$ cat config.mk
export PLATFORM = sky130hd
export DESIGN_NAME = fetch_stage
export DESIGN_NICKNAME = d
export VERILOG_FILES = /design/src/rtl/isa_pkg.sv /design/src/rtl/if_id_reg.sv /design/src/rtl/fetch_stage.sv
export SDC_FILE = /design/constraint.sdc
export NUM_CORES = 1
export LEC_CHECK = 0
export BUFFER_PORTS_ARGS = -buffer_cell sky130_fd_sc_hd__buf_2
export CAP_MARGIN = 20
export CORE_ASPECT_RATIO = 0.8
export CORE_MARGIN = 4
export CORE_UTILIZATION = 41
export CTS_BUF_LIST = sky130_fd_sc_hd__clkbuf_8
export DETAILED_ROUTE_END_ITERATION = 10
export GPL_ROUTABILITY_DRIVEN = 0
export GPL_TIMING_DRIVEN = 1
export SLEW_MARGIN = 20
export SYNTH_ARGS = -nofsm -noshare
export SYNTH_HDL_FRONTEND = slang
export SYNTH_SLANG_ARGS = --single-unit
$ cat constraint.sdc
create_clock -name clk -period 1.7 [get_ports clk]
set_input_delay 0.085 -clock clk [delete_from_list [all_inputs] [get_ports clk]]
set_output_delay 0.085 -clock clk [all_outputs]
set_load 0.03 [all_outputs]
$ cat src/rtl/isa_pkg.sv
// Shared ISA definitions: opcode field layout, opcode values, and the immediate-bearing
// opcode predicate. Used by the fetch stage and the control unit.
package isa_pkg;

    localparam int unsigned OPC_W   = 5;
    localparam int unsigned INSTR_W = 16;

    localparam logic [OPC_W-1:0] OPC_NOP  = 5'h00;
    localparam logic [OPC_W-1:0] OPC_LDM  = 5'h10;
    localparam logic [OPC_W-1:0] OPC_LDD  = 5'h11;
    localparam logic [OPC_W-1:0] OPC_IADD = 5'h12;
    localparam logic [OPC_W-1:0] OPC_STD  = 5'h13;

    localparam logic [INSTR_W-1:0] NOP_WORD = 16'h0000;

    // Opcodes 1_00xx carry a second word holding a 16-bit immediate.
    function automatic logic has_imm(input logic [OPC_W-1:0] opcode);
        return opcode inside {OPC_LDM, OPC_IADD, OPC_LDD, OPC_STD};
    endfunction

endpackage

$ cat src/rtl/if_id_reg.sv
// IF/ID pipeline register. Flush and reset load a bubble; hold freezes the slot.
// A non-valid slot input also loads a bubble, leaving the recorded pc untouched.
module if_id_reg
    import isa_pkg::*;
#(
    parameter int unsigned ADDR_W = 16
) (
    input  logic                clk,
    input  logic                reset,
    input  logic                hold_i,
    input  logic                flush_i,
    input  logic                valid_i,
    input  logic [INSTR_W-1:0]  instr_i,
    input  logic [INSTR_W-1:0]  imm_i,
    input  logic [ADDR_W-1:0]   pc_i,
    output logic [INSTR_W-1:0]  instr_o,
    output logic [INSTR_W-1:0]  imm_o,
    output logic                valid_o,
    output logic [ADDR_W-1:0]   pc_o
);

    logic [INSTR_W-1:0] instr_q, instr_d;
    logic [INSTR_W-1:0] imm_q, imm_d;
    logic               valid_q, valid_d;
    logic [ADDR_W-1:0]  pc_q, pc_d;

    always_comb begin
        instr_d = instr_q;
        imm_d   = imm_q;
        valid_d = valid_q;
        pc_d    = pc_q;
        if (flush_i || (!hold_i && !valid_i)) begin
            instr_d = NOP_WORD;
            imm_d   = '0;
            valid_d = 1'b0;
        end else if (!hold_i) begin
            instr_d = instr_i;
            imm_d   = imm_i;
            valid_d = 1'b1;
            pc_d    = pc_i;
        end
    end

    always_ff @(posedge clk) begin
        if (reset) begin
            instr_q <= NOP_WORD;
            imm_q   <= '0;
            valid_q <= 1'b0;
            pc_q    <= '0;
        end else begin
            instr_q <= instr_d;
            imm_q   <= imm_d;
            valid_q <= valid_d;
            pc_q    <= pc_d;
        end
    end

    assign instr_o = instr_q;
    assign imm_o   = imm_q;
    assign valid_o = valid_q;
    assign pc_o    = pc_q;

endmodule

$ cat src/rtl/fetch_stage.sv
// Instruction fetch: owns the PC, drives instruction memory, and assembles
// opcode + immediate pairs into a single IF/ID slot.
module fetch_stage
    import isa_pkg::*;
#(
    parameter int unsigned       ADDR_W   = 16,
    parameter logic [ADDR_W-1:0] RESET_PC = '0
) (
    input  logic                clk,
    input  logic                reset,
    input  logic                stall,
    input  logic                redirect_en,
    input  logic [ADDR_W-1:0]   redirect_pc,
    output logic [ADDR_W-1:0]   imem_addr,
    input  logic [INSTR_W-1:0]  imem_data,
    output logic [INSTR_W-1:0]  if_instruction,
    output logic [INSTR_W-1:0]  if_immediate,
    output logic                if_valid,
    output logic [ADDR_W-1:0]   if_pc
);

    typedef enum logic [0:0] {S_FETCH, S_IMM} state_e;

    state_e             state_q, state_d;
    logic [ADDR_W-1:0]  pc_q, pc_d;
    logic [INSTR_W-1:0] hold_instr_q, hold_instr_d;
    logic [ADDR_W-1:0]  hold_pc_q, hold_pc_d;

    logic               slot_valid;
    logic [INSTR_W-1:0] slot_instr;
    logic [INSTR_W-1:0] slot_imm;
    logic [ADDR_W-1:0]  slot_pc;
    logic               word_has_imm;

    assign word_has_imm = has_imm(imem_data[INSTR_W-1 -: OPC_W]);

    always_ff @(posedge clk) begin
        if (reset) begin
            state_q      <= S_FETCH;
            pc_q         <= RESET_PC;
            hold_instr_q <= '0;
            hold_pc_q    <= '0;
        end else begin
            state_q      <= state_d;
            pc_q         <= pc_d;
            hold_instr_q <= hold_instr_d;
            hold_pc_q    <= hold_pc_d;
        end
    end

    always_comb begin
        state_d = state_q;
        if (redirect_en) begin
            state_d = S_FETCH;
        end else if (!stall) begin
            unique case (state_q)
                S_FETCH: state_d = word_has_imm ? S_IMM : S_FETCH;
                S_IMM:   state_d = S_FETCH;
                default: state_d = S_FETCH;
            endcase
        end
    end

    always_comb begin
        pc_d         = pc_q;
        hold_instr_d = hold_instr_q;
        hold_pc_d    = hold_pc_q;
        slot_valid   = 1'b0;
        slot_instr   = NOP_WORD;
        slot_imm     = '0;
        slot_pc      = pc_q;
        if (redirect_en) begin
            pc_d         = redirect_pc;
            hold_instr_d = '0;
            hold_pc_d    = '0;
        end else if (!stall) begin
            pc_d = pc_q + ADDR_W'(1);
            unique case (state_q)
                S_FETCH: begin
                    if (word_has_imm) begin
                        hold_instr_d = imem_data;
                        hold_pc_d    = pc_q;
                    end else begin
                        slot_valid = 1'b1;
                        slot_instr = imem_data;
                    end
                end
                S_IMM: begin
                    // The word at pc is the immediate; it is never decoded.
                    slot_valid = 1'b1;
                    slot_instr = hold_instr_q;
                    slot_imm   = imem_data;
                    slot_pc    = hold_pc_q;
                end
                default: ;
            endcase
        end
    end

    assign imem_addr = pc_q;

    if_id_reg #(
        .ADDR_W(ADDR_W)
    ) u_if_id_reg (
        .clk     (clk),
        .reset   (reset),
        .hold_i  (stall),
        .flush_i (redirect_en),
        .valid_i (slot_valid),
        .instr_i (slot_instr),
        .imm_i   (slot_imm),
        .pc_i    (slot_pc),
        .instr_o (if_instruction),
        .imm_o   (if_immediate),
        .valid_o (if_valid),
        .pc_o    (if_pc)
    );

endmodule

======== Yosys cells after proc, flatten, opt, wreduce, memory -nomap -nowiden ========
Index checks and enable logic that the tools add are counted.
storage, ports and cells
  register bits after elaboration ......... 98
  logic and storage cells ................. 41
  bits of input ports ..................... 36
cells by class
  $add $sub $neg .......................... 1
  muxes and demuxes ....................... 15
  equality and inequality tests ........... 5
  reductions and logical operators ........ 9
  bitwise logic cells ..................... 3
operators with widths
  operator               number
  $mux 16                8
  $pmux 16 s2            1
  $eq 5x5->1 const B     4
  $add 16x1->16 const B  1
  $mux 1                 4
  $pmux 1 s2             2
  $reduce_bool 4->1      1
  $reduce_or 2->1        2
  $not 1->1              3
  $reduce_and 3->1       1
  $logic_not 1->1        2
  $ne 2x1->1 const B     1
  $reduce_and 2->1       1
  $logic_and 1x1->1      1
  $logic_or 1x1->1       1

======== Logic depth before layout (Yosys ltp) ========
Gate-level depths: netlist (run 1).
  word-level depth ........................ 11
  mapped depth ............................ 7

======== Cells and area by module ========
Synthesis (run 1) repeated with hierarchy kept, for this count alone.
unflattened totals
  cell total of the unflattened synthesis .. 527
  area total of the unflattened synthesis .. 4496.8 µm²
by module, submodules not included
  module       instances  seq. area each (µm²)  cells each  area an instance (µm²)
  fetch_stage  1          980.9                 310         2479.9
  if_id_reg    1          980.9                 217         2016.9

======== Least setup slack after synthesis (run 1) ========
OpenSTA, ideal clock, no wires.
  path kind ............................... flip-flop to flip-flop
  from .................................... register pc_q[0] (netlist: imem_addr[0])
  to ...................................... register pc_q[14] (netlist: imem_addr[14])
  data arrival time ....................... 1.662 ns
  required time ........................... 1.588 ns
  period minus slack after synthesis ...... 1.775 ns
  setup time .............................. 0.112 ns
  setup slack ............................. -0.075 ns
  stages on the path, launching flop included .. 7
  path through ............................ dfxtp_1 -> ha_1 -> nand2b_1 -> buf_2 -> nor4_4 -> nor3_1 -> a2111oi_1
on the way
  longest elaborated chain between the ends .. 3
RTL lines
  item                    line               text
  start, declared         fetch_stage.sv:25  logic [ADDR_W-1:0] pc_q, pc_d;
  start signal, assigned  fetch_stage.sv:45  pc_q <= pc_d;
  $add 16x1->16           fetch_stage.sv:77  pc_d = pc_q + ADDR_W'(1);
  $mux 16                 fetch_stage.sv:76  end else if (!stall) begin
  $mux 16                 fetch_stage.sv:72  if (redirect_en) begin
Every way passes these cells. The select of a mux whose other input is x is not followed.
A chain may end at the register's enable or synchronous reset.

======== Final worst setup path (run 1) ========
  from .................................... register state_q
  to ...................................... register u_if_id_reg.instr_q[1] (netlist: u_if_id_reg.instr_o[1])
on the way
  longest elaborated chain between the ends .. 8
  elaborated cells on any way between the ends .. 10
  those cells by class .................... 5 x mux; 1 x bitwise; 4 x reduce/logical
RTL lines
  item                       line               text
  start, declared            fetch_stage.sv:24  state_e state_q, state_d;
  start signal, assigned     fetch_stage.sv:44  state_q <= state_d;
  $not 1->1 (no line)        n/a
  $pmux 1 s2                 fetch_stage.sv:78  unique case (state_q)
  $mux 1                     fetch_stage.sv:76
  $mux 1                     fetch_stage.sv:72
  $logic_not 1->1            if_id_reg.sv:32    if (flush_i || (!hold_i && !valid_i)) begin
  $logic_and 1x1->1          if_id_reg.sv:32
  $logic_or 1x1->1           if_id_reg.sv:32
  $reduce_or 2->1 (no line)  n/a
  end signal, assigned       if_id_reg.sv:51    instr_q <= instr_d;
  end, declared              if_id_reg.sv:22    logic [INSTR_W-1:0] instr_q, instr_d;
Several ways; a longest one is shown, not always the timed one.

==> run_results.csv, run 1 <==
group,metric,value,unit
outcome,outcome,"finished, final reports clean",
pwr,leakagePower,2.04,nW
pwr,clkPwrFrac,0.332,
hold_path,min_from,"redirect_pc[11]",
timing,finalHoldViolations,0,
route,vias,3776,
cts,cts_tree,"built",
global_route,first_global_vias,3718,
route,ant_nets,0,
timing,drv_slew,0,
hold_path,hold_depth,3,
pwr,pwr-share-seq,0.530,
critical_path,cp-start-kind,"register",
cts,root_buffer,"clkbuf_8",
critical_path,critPathCaptureType,"register",
route,first_iter_violations,320,
final_layout,final_cells,705,
critical_path,worstReg2RegEnd,"u_if_id_reg.instr_o[1]$_SDFFE_PP0N_",
route,firstDrtPassIters,6,
timing,slew_headroom,0.343,
critical_path,crit_type,"reg -> reg",
final_layout,multi_input_area,1800,um2
global_route,grt_pass1_wl,18.9,mm
critical_path,path_max_fanout,14,
critical_path,crit_chain,"a2111oi_4, a222oi_1, nor2_1",
synthesis,synth_top_area_share,0.497,
route,highest_layer,"met4",
route,dr_wl_met2,5.44,mm
synthesis,postSynth.asyncResetShare,0,
synthesis,syn_area,3950,um2
pwr,vdd_drop_max,0.631,mV
timing,worst_pin_slew,0.986,ns
global_route,grt_max_degree,36,
timing,tns,0,ns
synthesis,yosysWarnings,0,
critical_path,critPathRequiredTime,1.99,ns
pwr,intPower,3.34,mW
synthesis,synthCells,460,
synthesis,synth_area_leaders,"dfxtp_1 50%, nand2_1 9.5%, nor2_1 6.5%, a21oi_1 4.6%, a311oi_1 4.2%",
route,drc,0,
cts,clk_pin_slew,0.09,ns
hold_path,worst_hold_path_type,"in -> reg",
final_layout,antennaDiodeCount,0,
global_route,grt.total_usage,0.206,
route,drt_wl_total,11.5,mm
pwr,p_sw_frac,0.264,
placement,dp_hpwl,7.59,mm
pwr,pwr_density_cell,888,nW/um2
cts,cts.path.max_buffers,2,
synthesis,syn_area_per_cell,8.58,um2
global_route,antenna_found_initial,0,
route,wl_met3,621,um
die,die_w,118,um
timing,clock_skew,0.00850,ns
timing,grt_setup_unrepaired,"no",
synthesis,yosysSeqAreaShare,0.497,
critical_path,critPathMaxStageDelay,0.78,ns
critical_path,r2r-start,"state_q$_SDFFE_PP0N_",
die,die_h,95.8,um
critical_path,worst-r2r-setup-slack,0.13,ns
timing,period_share,0.926,
hold_path,whs_endpoint,"imem_addr[11]$_SDFFE_PP0P_",
die,initial_core_util,0.428,
cts,numCtsBuffers,9,
final_layout,seq_area,1970,um2
final_layout,nNetsFinal,622,
die,dieArea,11300,um2
synthesis,synth.distinct_cells,40,
placement,placed_cells,666,
critical_path,cp.arrival,1.86,ns
placement,io_buffers,100,
final_layout,n_fill_cell,870,
global_route,grt_overflow,0,
job,drv_cap,0,
cts,postCtsSetupBuffers,0,
route,wire_per_inst,16.3,um
timing,fin_crit,1.57,ns
timing,fmax,635,MHz
cts,cts.sinks,98,
critical_path,reg2reg_depth,3,
synthesis,synth-seq-cells,98,
die,coreArea,9230,um2
cts,htreeDepth,3,
synthesis,synth_edf_count,0,
final_layout,drive_above_1_share,0.275,
cts,clock_latency,0.35,ns
die,fp-row-count,31,
route,met1_length,5.36,mm
synthesis,synthesis.nets,497,
timing,finalSetupViolations,0,
route,viasPerCell,5.36,
synthesis,synthFlopType,"dfxtp_1",
critical_path,slowest_stage,"a2111oi_4",
die,ioPinCount,101,
pwr,combPwrFrac,0.138,
pwr,p_sw,1.20,mW
synthesis,synth.largest_area_cell,"dfxtp_1",
final_layout,syn2layout_area_growth,29.6,%
==> worst max-delay path: cells and delay by family, from the launching register on <==
family           cells  cell delay [ns]
AO/OA/AOI/OAI        2             0.99
flip-flops           1             0.37
AND/OR/NAND/NOR      1             0.14
==> how the worst max path moves through the flow <==
| stage | start | to | depth (start not counted) |
|---|---|---|---|
| final | state_q$_SDFFE_PP0N_ | u_if_id_reg.instr_o[1]$_SDFFE_PP0N_ | 3 |
| after CTS | state_q$_SDFFE_PP0N_ | u_if_id_reg.instr_o[1]$_SDFFE_PP0N_ | 3 |
| after detailed placement | state_q$_SDFFE_PP0N_ | u_if_id_reg.instr_o[3]$_SDFFE_PP0N_ | 3 |
| after global placement | state_q$_SDFFE_PP0N_ | u_if_id_reg.instr_o[4]$_SDFFE_PP0N_ | 3 |
| after floorplan | imem_addr[3]$_SDFFE_PP0P_ | imem_addr[14]$_SDFFE_PP0P_ | 5 |
| after global routing | state_q$_SDFFE_PP0N_ | u_if_id_reg.instr_o[6]$_SDFFE_PP0N_ | 3 |
==> cell type report <==
| class | count | share of cell area |
|---|---|---|
| well taps | 115 | 0.0281 |
| multi-input cells | 316 | 0.352 |
| repair buffers | 153 | 0.192 |
| inverters | 7 | 0.00514 |
| clock inverters | 5 | 0.00905 |
| flip-flops and latches | 98 | 0.384 |
| clock buffers | 11 | 0.0296 |
==> logic make-up after synthesis <==
| kind of cell | count (synthesis) | synth area share |
|---|---|---|
| simple gates | 201 | 0.231 |
| compound gates | 101 | 0.189 |
| flops | 98 | 0.497 |
| buf+inv | 46 | 0.0494 |
| xor+xnor | 10 | 0.0222 |
| mux | 3 | 0.00824 |
| fa+ha+maj | 1 | 0.00317 |
==> sequential cells by signal, summed over array words and instances (netlist names) <==
| signal | flops |
|---|---|
| hold_instr_q | 16 |
| u_if_id_reg.valid_o | 1 |
| state_q | 1 |
| u_if_id_reg.imm_o | 16 |
| u_if_id_reg.instr_o | 16 |
| hold_pc_q | 16 |
| imem_addr | 16 |
| u_if_id_reg.pc_o | 16 |
==> metal layers <==
| metal | GRT usage | vias to the layer above |
|---|---|---|
| met1 | 0.274 | 1807 |
| met2 | 0.342 | 107 |
| met3 | 0.0482 | 8 |
| met4 | 0.0546 | 0 |
| li1 | - | 1854 |
| met5 | 0 | - |
==> cells in the final DEF (no fill, tap or decap), drive strengths merged, types with 3 or more instances in the layout <==
cell type	instances
a22oi	18
dlygate4sd3	23
nor2b	3
or3	3
a311oi	19
buf	130
a211oi	7
o21ai	3
a21oi	36
nand2	100
a222oi	14
clkbuf	11
nand4	3
xnor2	9
nor3	7
nor4	5
nand2b	3
nor2	68
dfxtp	98
nand3	3
inv	10
==> timing repair <==
| action | CTS | global route |
|---|---|---|
| hold buffers | 23 | 0 |
| gates resized for setup | 0 | 2 |
| endpoints found under the setup margin | 0 | 15 |
| hold endpoints to repair | 31 | 0 |
==> synth_stat cells (all sizes together) (2+ instances only) <==
master and number:
or3 3, a211oi 7, nand2 100, inv 7, xnor2 9, a222oi 14
a2111oi 2, mux2 2, nand4 3, nand3 3, nor2 68, nor2b 3
nor3 7, a22oi 18, nor4 5, a311oi 19, o21ai 3, nand2b 3
clkbuf 21, a21oi 36, buf 18, dfxtp 98
==> metrics by stage <==
step / area (um2) / util / setup slack [ns] / hold slack (ns) / total power, mW
final: 5120 / 0.554 / 0.126 / 0.0274 / 4.54
after global routing: 5120 / 0.554 / 0.00602 / 0.0128 / 4.76
after CTS: 5110 / 0.554 / 0.0570 / 0.0130 / 4.58
after detailed placement: 4680 / 0.507 / 0.0814 / 0.349 / 3.05
after global placement: 4680 / 0.507 / 0.102 / 0.344 / 3.04
after floorplan: 3950 / - / 0.0202 / 0.162 / 2.81
==> power by group through the flow <==
stage	clock (mW)	combinational [mW]	sequential (mW)
floorplan	0	0.225	2.58
global placement	0	0.577	2.46
detailed placement	0	0.585	2.46
CTS	1.55	0.627	2.41
global route	1.66	0.682	2.42
finish	1.51	0.629	2.41
No activity file was read; power rests on OpenSTA's default activity.
==> run 2, diff against run 1 <==
--- a/config.mk
+++ b/config.mk
@@ -14,7 +14,9 @@
 export DETAILED_ROUTE_END_ITERATION = 10
 export GPL_ROUTABILITY_DRIVEN = 0
 export GPL_TIMING_DRIVEN = 1
+export PLACE_DENSITY = 0.64
 export SLEW_MARGIN = 20
 export SYNTH_ARGS = -nofsm -noshare
 export SYNTH_HDL_FRONTEND = slang
+export SYNTH_HIERARCHICAL = 1
 export SYNTH_SLANG_ARGS = --single-unit
==> run 2 against run 1 <==
The flow now finishes with violations (negative setup slack); synthesized cell count up 15%; fmax down 12%; flip-flop and latch count unchanged; largest cell class is now multi-input gates; combinational power down 15%; first-iteration DRC count down 34%; via count up 6.7%; critical path type unchanged; final cell count up 13%; critical endpoint is now imem_addr[14]$_SDFFE_PP0P_; non-clock buffer count up 6; register-to-register slack worse by 0.21 ns; critical path depth up 2; setup slack worse by 0.21 ns; sequential share of layout area down 4.2 points.
==> run_results.csv, run 2 <==
group,metric,value,unit
route,firstDrtPassIters,5,
global_route,grt_pass1_wl,19.3,mm
final_layout,mostFrequentLayoutCell,"nand2_1",
critical_path,path_max_fanout,2,
route,drc,0,
synthesis,synthesis.nets,564,
final_layout,final_cells,797,
die,die_h,102,um
synthesis,syn_area_per_cell,8.53,um2
global_route,grt_overflow,0,
synthesis,synth_top_family_by_area,"simple AND/OR/NAND/NOR gates",
timing,fmax,561,MHz
placement,postPlaceCellArea,5280,um2
placement,dp_slack,-0.0678,ns
timing,clock_skew,0.0125,ns
synthesis,synth_edf_count,0,
placement,dp_hpwl,7.95,mm
placement,io_buffers,100,
route,wire_per_inst,14.7,um
pwr,leakagePower,2.21,nW
outcome,violations,"negative setup slack",
final_layout,nNetsFinal,689,
cts,cts.sinks,98,
outcome,outcome,"complete, but fails checks",
final_layout,final_cell_area,5790,um2
die,coreArea,10500,um2
route,ant_nets,0,
synthesis,synth.distinct_cells,43,
timing,worst_pin_slew,0.668,ns
synthesis,yosysWarnings,6,
route,first_iter_violations,211,
critical_path,cp.arrival,2.06,ns
synthesis,syn_area,4500,um2
job,drv_cap,0,
placement,placed_cells,756,
synthesis,synthFlopType,"dfxtp_1",
die,fp-row-count,33,
synthesis,synth_area_leaders,"dfxtp_1 44%, nand2_1 8.7%, a21oi_1 7.6%, nand3b_1 5.5%, nand2b_1 4.7%",
synthesis,synth.mux.area_fraction,0.0821,
synthesis,synth-seq-cells,98,
timing,finalWorstSetupSlack,-0.0822,ns
route,drt_wl_total,11.7,mm
global_route,first_global_vias,3907,
die,dieArea,12700,um2
timing,tns,-0.0822,ns
critical_path,crit_type,"reg -> reg",
final_layout,multi_input_area,2350,um2
pwr,vdd_drop_max,0.522,mV
cts,postCtsSetupBuffers,0,
final_layout,seq_area,1980,um2
final_layout,drive_above_1_share,0.279,
global_route,grt.total_usage,0.184,
timing,finalSetupViolations,1,
timing,hold_slack,0.0210,ns
critical_path,critPathCaptureType,"register",
pwr,pwr_density_cell,821,nW/um2
synthesis,synth_top_area_share,0.436,
cts,numCtsBuffers,9,
timing,fin_crit,1.78,ns
cts,clock_latency,0.36,ns
route,viasPerCell,5.05,
cts,htreeDepth,3,
timing,grt_setup_unrepaired,"yes",
synthesis,postSynth.asyncResetShare,0,
synthesis,synth.largest_area_cell,"dfxtp_1",
cts,cts_tree,"built",
hold_path,worst_hold_path_type,"in -> reg",
timing,period_share,1.05,
cts,root_buffer,"clkbuf_8",
global_route,antenna_found_initial,0,
cts,cts.path.max_buffers,2,
synthesis,synth.most_common_cell,"nand2_1",
timing,finalHoldViolations,0,
synthesis,synth_xor_area_frac,0.0214,
route,vias,4028,
critical_path,cp-start-kind,"register",
die,die_w,125,um
critical_path,critPathRequiredTime,1.98,ns
synthesis,yosysSeqAreaShare,0.436,
synthesis,yosys.area_share.simple,0.278,
synthesis,yosys-top-cells-count,"104 x nand2_1, 98 x dfxtp_1, 68 x a21oi_1, 34 x nand2b_1, 33 x nand3b_1",
final_layout,n_fill_cell,963,
synthesis,synth_compound_area_frac,0.129,
cts,clk_pin_slew,0.09,ns
die,ioPinCount,101,
final_layout,antennaDiodeCount,0,
synthesis,synth_adder_area_share,0.00278,
synthesis,synthCells,527,
global_route,grt_max_degree,65,
timing,drv_slew,0,
timing,slew_headroom,0.555,
final_layout,syn2layout_area_growth,28.7,%
die,initial_core_util,0.429,
final_layout,final_cell_mix,"104 x nand2_1, 100 x buf_2, 90 x dfxtp_1, 68 x a21oi_1, 34 x nand2b_1",
[run 2: cell type report]
class                      count  share of cell area
timing repair buffer         159               0.176
tap                          140              0.0303
inverter                       3             0.00195
sequential                    98               0.343
multi-input combinational    381               0.405
clock inverter                 5              0.0175
clock buffer                  11              0.0262
[run 2: cells by family after synthesis]
| group | count (synthesis) |
|---|---|
| and+or+nand+nor | 236 |
| DFF | 98 |
| xor gates and xnor gates | 11 |
| muxes | 35 |
| AOI/OAI and AO/OA | 98 |
| buffers and inverters | 48 |
| adders and majority gates | 1 |
[run 2: final timing paths]
check	startpoint	end	slack, ns	cells past startpoint
min	imem_data[6]	hold_instr_q[6]$_SDFFE_PP0P_	0.02	3
max reg2reg	imem_addr[1]$_SDFFE_PP0P_	imem_addr[14]$_SDFFE_PP0P_	-0.08	5
min reg2reg	hold_pc_q[4]$_SDFFE_PP0P_	hold_pc_q[4]$_SDFFE_PP0P_	0.46	2
max	imem_addr[1]$_SDFFE_PP0P_	imem_addr[14]$_SDFFE_PP0P_	-0.08	5
[run 2: report_power, final]
group | total [mW] | switching (mW) | internal (mW)
combinational | 0.537 | 0.304 | 0.232
sequential | 2.37 | 0.0420 | 2.33
clock | 1.84 | 0.787 | 1.05
[run 2: per-layer routing]
| metal | GRT usage | share of wire | vias to the layer above |
|---|---|---|---|
| met5 | 0 | 0 | - |
| met3 | 0.0485 | 0.045 | 12 |
| met1 | 0.252 | 0.48 | 1892 |
| li1 | - | - | 2037 |
| met2 | 0.300 | 0.47 | 87 |
| met4 | 0.0317 | 0.010 | 0 |
[run 2: through the flow]
stage,utilization,power [mW]
after floorplan,-,2.73
after global placement,0.503,2.91
after detailed placement,0.503,2.91
after CTS,0.549,4.80
after global routing,0.552,4.97
final,0.552,4.75
[run 2: what timing repair did]
item,4_1_cts,5_1_grt
resized for setup,0,1
hold buffers,23,2
endpoints found under the hold margin,23,2
setup endpoints to repair,1,3
[run 2: critical path, stage by stage, from the launching register on]
cell and delay [ns]:
dfxtp_4 0.37, ha_4 0.13, nand3b_1 0.14, or3_4 0.36, or4_1 0.50, a311oi_1 0.20
